===== src/rtl/lcd_byte_arb.sv =====
// ---------------------------------------------------------------------------
// lcd_byte_arb
//
// Arbitrates several byte-wide LCD command/data streams onto one registered
// output channel. Each input channel presents beats with valid/last flags;
// a multi-beat sequence (first beat with last=0 up to its last=1 beat) is
// forwarded without interleaving beats from any other channel, so a
// controller command and its parameter bytes always arrive back to back.
//
// The output is a single-beat register: a beat accepted on cycle N appears on
// out_data/out_last/out_ch on cycle N+1 and is held there until downstream
// takes it with out_ready. When downstream consumes and a new beat is
// accepted in the same cycle, the block sustains one beat per cycle.
//
// Idle arbitration:
//   default                     fixed priority, lowest valid channel wins
//   LCD_ARB_ROUND_ROBIN_EN      round robin, search starts at a pointer that
//                               moves past the channel of each completed
//                               (last=1) beat
//
// Parameters
//   WIDTH      data bits per channel
//   NCH        number of input channels (>= 1)
//
// Ports
//   clk        rising-edge clock
//   rst        asynchronous active-high reset
//   in_data    NCH*WIDTH packed channel data, channel k at [k*WIDTH +: WIDTH]
//   in_valid   per-channel beat valid
//   in_last    per-channel final-beat-of-sequence flag
//   in_ready   per-channel accept, combinational, at most one bit set
//   out_data   registered selected beat
//   out_valid  out_data holds a beat
//   out_last   registered last flag of the held beat
//   out_ch     source channel of the held beat
//   out_ready  downstream accepts the held beat
// ---------------------------------------------------------------------------
module lcd_byte_arb #(
    parameter int WIDTH = 8,
    parameter int NCH   = 4,
    localparam int CW   = (NCH > 1) ? $clog2(NCH) : 1
) (
    input  logic                 clk,
    input  logic                 rst,
    input  logic [NCH*WIDTH-1:0] in_data,
    input  logic [NCH-1:0]       in_valid,
    input  logic [NCH-1:0]       in_last,
    output logic [NCH-1:0]       in_ready,
    output logic [WIDTH-1:0]     out_data,
    output logic                 out_valid,
    output logic                 out_last,
    output logic [CW-1:0]        out_ch,
    input  logic                 out_ready
);

    typedef enum logic [0:0] {
        IDLE = 1'b0,
        LOCK = 1'b1
    } state_t;

    state_t         state;
    state_t         state_next;
    logic [CW-1:0]  grant;
    logic [CW-1:0]  grant_next;

    logic           reg_free;
    logic [NCH-1:0] scan_valid;
    logic           idle_found;
    logic [CW-1:0]  idle_ofs;
    logic [CW-1:0]  idle_ch;

    logic           sel_active;
    logic [CW-1:0]  sel_ch;
    logic [WIDTH-1:0] sel_data;
    logic           sel_last;
    logic           sel_in_valid;
    logic           accept;

`ifdef LCD_ARB_ROUND_ROBIN_EN
    logic [CW-1:0]  rr_ptr;
    logic [CW-1:0]  rr_ptr_next;

    // Channel arithmetic modulo NCH; NCH need not be a power of two, so the
    // natural CW-bit wrap cannot be relied on.
    function automatic logic [CW-1:0] wrap_add(input logic [CW-1:0] base,
                                               input logic [CW-1:0] ofs);
        logic [CW:0] sum;
        sum = {1'b0, base} + {1'b0, ofs};
        if (sum >= (CW+1)'(NCH)) begin
            sum = sum - (CW+1)'(NCH);
        end
        return sum[CW-1:0];
    endfunction

    // Rotate the valid vector so that bit j is channel (rr_ptr + j) mod NCH;
    // a lowest-index search over the rotated vector is then a round-robin
    // search starting at the pointer.
    always_comb begin
        scan_valid = '0;
        for (int j = 0; j < NCH; j++) begin
            for (int k = 0; k < NCH; k++) begin
                if (wrap_add(rr_ptr, CW'(j)) == CW'(k)) begin
                    scan_valid[j] = in_valid[k];
                end
            end
        end
    end
`else
    assign scan_valid = in_valid;
`endif

    // Lowest set bit of the (possibly rotated) valid vector. Scanning from
    // the top down lets the last hit, i.e. the lowest index, win.
    always_comb begin
        idle_found = 1'b0;
        idle_ofs   = '0;
        for (int j = NCH - 1; j >= 0; j--) begin
            if (scan_valid[j]) begin
                idle_found = 1'b1;
                idle_ofs   = CW'(j);
            end
        end
    end

`ifdef LCD_ARB_ROUND_ROBIN_EN
    assign idle_ch = wrap_add(rr_ptr, idle_ofs);
`else
    assign idle_ch = idle_ofs;
`endif

    // While locked only the granted channel is eligible, even when it has
    // nothing to send; that stall is what keeps a sequence contiguous.
    always_comb begin
        sel_active = 1'b0;
        sel_ch     = '0;
        if (state == LOCK) begin
            sel_active = 1'b1;
            sel_ch     = grant;
        end else begin
            sel_active = idle_found;
            sel_ch     = idle_ch;
        end
    end

    // Pick the selected channel's data, last and valid out of the packed
    // input vectors.
    always_comb begin
        sel_data     = '0;
        sel_last     = 1'b0;
        sel_in_valid = 1'b0;
        for (int k = 0; k < NCH; k++) begin
            if (sel_ch == CW'(k)) begin
                sel_data     = in_data[k*WIDTH +: WIDTH];
                sel_last     = in_last[k];
                sel_in_valid = in_valid[k];
            end
        end
    end

    assign reg_free = !out_valid || out_ready;
    assign accept   = reg_free && sel_active && sel_in_valid;

    // Ready goes to the selected channel only, and only when the output
    // register can take a beat this cycle.
    always_comb begin
        in_ready = '0;
        for (int k = 0; k < NCH; k++) begin
            in_ready[k] = reg_free && sel_active && (sel_ch == CW'(k));
        end
    end

    // Next-state logic: a non-final accepted beat locks onto its channel, a
    // final beat releases the lock and (round robin) advances the pointer.
    always_comb begin
        state_next  = state;
        grant_next  = grant;
`ifdef LCD_ARB_ROUND_ROBIN_EN
        rr_ptr_next = rr_ptr;
`endif
        if (accept) begin
            if (sel_last) begin
                state_next  = IDLE;
`ifdef LCD_ARB_ROUND_ROBIN_EN
                rr_ptr_next = wrap_add(sel_ch, CW'(1));
`endif
            end else begin
                state_next = LOCK;
                grant_next = sel_ch;
            end
        end
    end

    // State, grant and pointer registers.
    always_ff @(posedge clk or posedge rst) begin
        if (rst) begin
            state  <= IDLE;
            grant  <= '0;
`ifdef LCD_ARB_ROUND_ROBIN_EN
            rr_ptr <= '0;
`endif
        end else begin
            state  <= state_next;
            grant  <= grant_next;
`ifdef LCD_ARB_ROUND_ROBIN_EN
            rr_ptr <= rr_ptr_next;
`endif
        end
    end

    // One-beat output register. Data, last and channel only change on a
    // load, so they stay put while downstream back-pressures.
    always_ff @(posedge clk or posedge rst) begin
        if (rst) begin
            out_valid <= 1'b0;
            out_data  <= '0;
            out_last  <= 1'b0;
            out_ch    <= '0;
        end else if (accept) begin
            out_valid <= 1'b1;
            out_data  <= sel_data;
            out_last  <= sel_last;
            out_ch    <= sel_ch;
        end else if (out_ready) begin
            out_valid <= 1'b0;
        end
    end

endmodule

===== config.mk =====
export PLATFORM = sky130hd
export DESIGN_NAME = lcd_byte_arb
export DESIGN_NICKNAME = d
export VERILOG_FILES = /design/src/rtl/lcd_byte_arb.sv
export SDC_FILE = /design/constraint.sdc
export NUM_CORES = 1
export LEC_CHECK = 0
export CORE_MARGIN = 4
export CORE_UTILIZATION = 35
export DETAILED_ROUTE_END_ITERATION = 16
export DONT_BUFFER_PORTS = 1
export PLACE_DENSITY_LB_ADDON = 0.08
export SYNTH_ARGS = -nofsm -noshare
export SYNTH_HDL_FRONTEND = slang
export SYNTH_SLANG_ARGS = --single-unit

===== constraint.sdc =====
create_clock -name clk -period 3.1 [get_ports clk]
set_input_delay 0.155 -clock clk [delete_from_list [all_inputs] [get_ports clk]]
set_output_delay 0.155 -clock clk [all_outputs]
set_load 0.005 [all_outputs]

==> results.md <==
- The run finished with clean final reports.
- In this run the count of I/O pins placed on the die edge is between 50 and 60.
- The clock net in this run drives a total of 15 sinks.
- The number of global-route vias before repair is 915.
- For this design the total switching power over the nets is ~530 µW.
- The launching instance or port of the critical path is state.
- The worst slew slack as a fraction of its limit is 56.02%.
- The power per standard cell area is ~1100 mW/mm².
- The setup fix buffers added after clock tree synthesis is 0.
- In the final design database the tool counted approximately 160 nets.
- The CTS tree is built.
- The part of the total power dissipated in sequential elements is a little under a third.
- Setup violations remaining at the end of the flow were counted as 0.
- The switching share of total power is 40.55%.
- The category of the worst setup path launch point is a flip-flop.
- The overall overflow remaining after global route is 0.
- The total number of yosys warnings is 0.
- The routed wire length is 2.745 mm.
- Internal power comes to 778.4 µW.
- The layout overhead on the synthesized area is 6.337%.
- Summing the areas of all compound-gate instances in the mapped netlist gives between 10% and 20% of the synthesized area.
- The floorplan step defined a core boundary enclosing 0.003128 mm².
- Leaving out fill and tap cells, the most frequent cell in the layout is sky130_fd_sc_hd__mux2i_1.
- The slack of the worst reg-to-reg path is between 700 and 800 ps.
- Entering global routing, the biggest net connects 16 pins.
- The area fraction in and, or, nand and nor cells after synthesis is a little over an eighth.
- In this run the most critical hold path is launched from in_valid[3].
- In this run the tool buffered the top-level ports with 0 buffer cells.
- The fmax is 421.6 MHz.
- The tree is rooted in a sky130_fd_sc_hd__clkbuf_4.
- Of the total synthesized cell area, the portion taken by full adders, half adders and majority gates is 0%.
- Synthesis produced a netlist with a net count of 155.
- In this design, the largest share of critical-path delay is due to multiplexers.
- The number of antenna violations at the first check in global routing is 0.
- The synthesis-stage register bit count is 15.
- The first TritonRoute pass finished after 4 iterations.
- The worst setup path is of the reg -> reg kind.
- The global-route wire length before repair is 4.326 mm.
- The number of buffers on the longest clock path is 2.
- The hold-fix buffer count after cts is 1.
- The post-placement cell area is 0.001202 mm².
- Cells fill 39.60% of the core in the end.
- The total non-filler cell area in the finished layout is 0.001239 mm².
- At the end of routability-driven placement, the weighted congestion stood at just over 0.8.
- In this run the core area contains 20 standard-cell rows.
- The combinational family with the most area after synthesis is multiplexers.
- For the worst setup path, the data arrival time is 2540 ps.
- The post-DP HPWL is roughly 2.2 mm.
- For this block, the via count after detailed routing is 865.
- For the pin with the worst max-slew slack, the measured transition is between 600 and 700 ps.
- The summed negative setup slack over all endpoints is 0 ps.
- The buffer and inverter count on the worst path is 1.
- Traced cell by cell, the critical path runs through or3_4, o21ai_2, buf_4, mux2i_1, mux2i_1, mux2_4.
- The clock reaches the later pin of the worst-skew pair after about 280 ps.
- For this run, asynchronously set or reset flops after synthesis account for 100.0%.
- The critical path data required time is 3270 ps.
- The endpoint type of the worst setup path is a flip-flop.
- The total power after layout is 1309 µW.
- The clock-pin transition on the worst setup and hold timing paths is 90 ps.
- Summing all flip-flop and latch instances after layout gives roughly 380 µm².
- The detailed-route DRC error count is 0.
- The critical-path cell with the highest stage delay is sky130_fd_sc_hd__dfrtp_1.
- The average cell area after synthesis is 10.40 µm².
- Of the available clock period, the critical path in the final layout requires between 70% and 80%.
- The time the final worst path needs with I/O delays and setup is 2372 ps.
- The clock network accounts for 8.4% of the total power.
- The worst hold path belongs to the class in -> reg.
- The count of final hold-check violations is 0.
- The delay of the slowest critical-path stage is roughly 480 ps.
- Global routing consumed, over all layers together, roughly an eighth of the routing resources.
- The share of the Yosys chip area taken by registers is 32.22%.
- Setup repair after global routing left no endpoint under its margin.
- The mux share of post-synthesis cell area is 32.76%.
- The multi-input combinational cells in the finished layout cover a total of roughly 720 µm².
- The biggest area contributor in the post-synthesis netlist is sky130_fd_sc_hd__dfrtp_1.
- The average wire per standard cell is 17.26 µm.
- The height of the die is 65.69 µm.
- The peak supply drop is 0.0003876 V.
- Dividing the detail-routed via count by the number of cells gives 5.440.
- The DRC violation total after the first TritonRoute iteration is 26.
- The relative contribution of combinational cells to total power is 61.2%.
- The synthesized area is 0.001165 mm².
- The remaining antenna violation count is 0.
- The leakage power of the design is 0.0005465 µW.
- The fraction of final layout cells with drive strength greater than 1 is 18.26%.
- Counting the fill cells in the layout gives 313.
- Summing the areas of all xor and xnor instances in the mapped netlist gives 0% of the synthesized area.
- The most common flop cell mapped by yosys is sky130_fd_sc_hd__dfrtp_1.
- In this run, synthesis inferred 0 flip-flops with an integrated enable.
- Yosys attributes the largest share of cell area to sky130_fd_sc_hd__dfrtp_1 32%, sky130_fd_sc_hd__mux2i_1 21%, sky130_fd_sc_hd__mux2_4 10%.
- Synthesis handed over a netlist of 112 instances.
- The antenna diode count is 0.
- The number of library cell types mapped by synthesis is 36.
- The initial utilization of the core area, before any placement, comes to 37.24%.
- The highest net fanout along the worst path is 13.
- The count of instances resized after the clock tree is built is 0.
- The die outline width is 65.69 µm.
- Leaving out fill and tap cells, the most frequent cells in the layout are 25 x sky130_fd_sc_hd__mux2i_1, 15 x sky130_fd_sc_hd__dfrtp_1, 8 x sky130_fd_sc_hd__mux2_4, 6 x sky130_fd_sc_hd__nor2_1, 6 x sky130_fd_sc_hd__inv_1.
- The cell type with the highest occurrence count on the critical path is sky130_fd_sc_hd__mux2i_1.
- In this run the critical register-to-register path is launched from state.
- The final number of max-transition violations is 0.
- Clock skew on the completed layout was measured at 3.096 ps.
- Of the post-synthesis cell area, the dominant cell type holds 32.22%.
- The die covers 0.004315 mm².
- The maximum level of the CTS H-tree is 1.
- The total of max-cap violations is 0.
- Buffers inserted during clock tree synthesis total 3.
## synth_stat cells (2+ instances only)
| library cell | instances |
|---|---|
| sky130_fd_sc_hd__mux2i_1 | 25 |
| sky130_fd_sc_hd__dfrtp_1 | 15 |
| sky130_fd_sc_hd__mux2_4 | 8 |
| sky130_fd_sc_hd__inv_1 | 6 |
| sky130_fd_sc_hd__nor2_1 | 6 |
| sky130_fd_sc_hd__o211ai_1 | 4 |
| sky130_fd_sc_hd__a211oi_1 | 3 |
| sky130_fd_sc_hd__and2_1 | 3 |
| sky130_fd_sc_hd__buf_6 | 3 |
| sky130_fd_sc_hd__nand2_1 | 3 |
| sky130_fd_sc_hd__nand2b_1 | 3 |
| sky130_fd_sc_hd__nor2b_1 | 3 |
| sky130_fd_sc_hd__o21ai_0 | 3 |
| sky130_fd_sc_hd__a21oi_1 | 2 |
| sky130_fd_sc_hd__and3_1 | 2 |
| sky130_fd_sc_hd__buf_2 | 2 |
| sky130_fd_sc_hd__nor3_1 | 2 |
## layout make-up
type                    instances  area share [%]
well taps                      44           4.444
clock buffers                   4           2.121
repair buffers                  5           3.232
multi-input cells              85           58.08
flip-flops and latches         15           30.30
inverters                       6           1.818
## worst paths after layout
check	end	cells after the start
worst max register to register	out_data[6]	6
worst min register to register	out_ch[1]	1
worst min-delay path	out_ch[0]	3
max in group asynchronous	state	2
min in group asynchronous	out_valid	2
worst max-delay path	out_data[6]	6
## power by group through the flow
stage	Combinational [µW]	Clock (µW)	Sequential, µW
6_report	802	110	398
4_1_cts	815	119	400
3_5_place_dp	808	0	403
5_1_grt	883	131	413
3_3_place_gp	801	0	401
2_1_floorplan	728	0	361
## metal layers
metal / up-vias / global-route usage [%] / share of wire, %
li1: 417 / - / -
met1: 418 / 15.20 / 42
met2: 28 / 22.65 / 51
met3: 2 / 4.957 / 6.5
met4: 0 / 2.332 / 0.55
met5: - / 0 / 0
## per-stage QoR
stage	hold WS [ps]	setup slack, ps	std cells
6_report	123.1	727.8	159
5_1_grt	124.0	591.4	159
4_1_cts	111.9	720.7	159
3_5_place_dp	155.1	736.6	154
3_3_place_gp	154.7	797.1	154
2_1_floorplan	56.48	958.7	112
## cell families (layout without fill, tap and decap cells)
| kind of cell | count (synthesis) | after routing |
|---|---|---|
| buffers and inverters | 12 | 15 |
| muxes | 34 | 34 |
| DFF | 15 | 15 |
| AOI/OAI and AO/OA | 24 | 24 |
| and+or+nand+nor | 27 | 27 |
## flip-flops by register name, summed over array words and instances, names as in the netlist
name and cells:
out_data 8, grant 2, out_ch 2, out_last 1
out_valid 1, state 1
## worst register-to-register path: cells and delay by family, from the launching register on
| family | cells | cell delay [ps] |
|---|---|---|
| multiplexers | 3 | 600 |
| flip-flops | 1 | 480 |
| AND/OR/NAND/NOR | 1 | 430 |
| AO/OA/AOI/OAI | 1 | 420 |
| buffers and inverters | 1 | 340 |
Power figures use the tool's default switching activity.
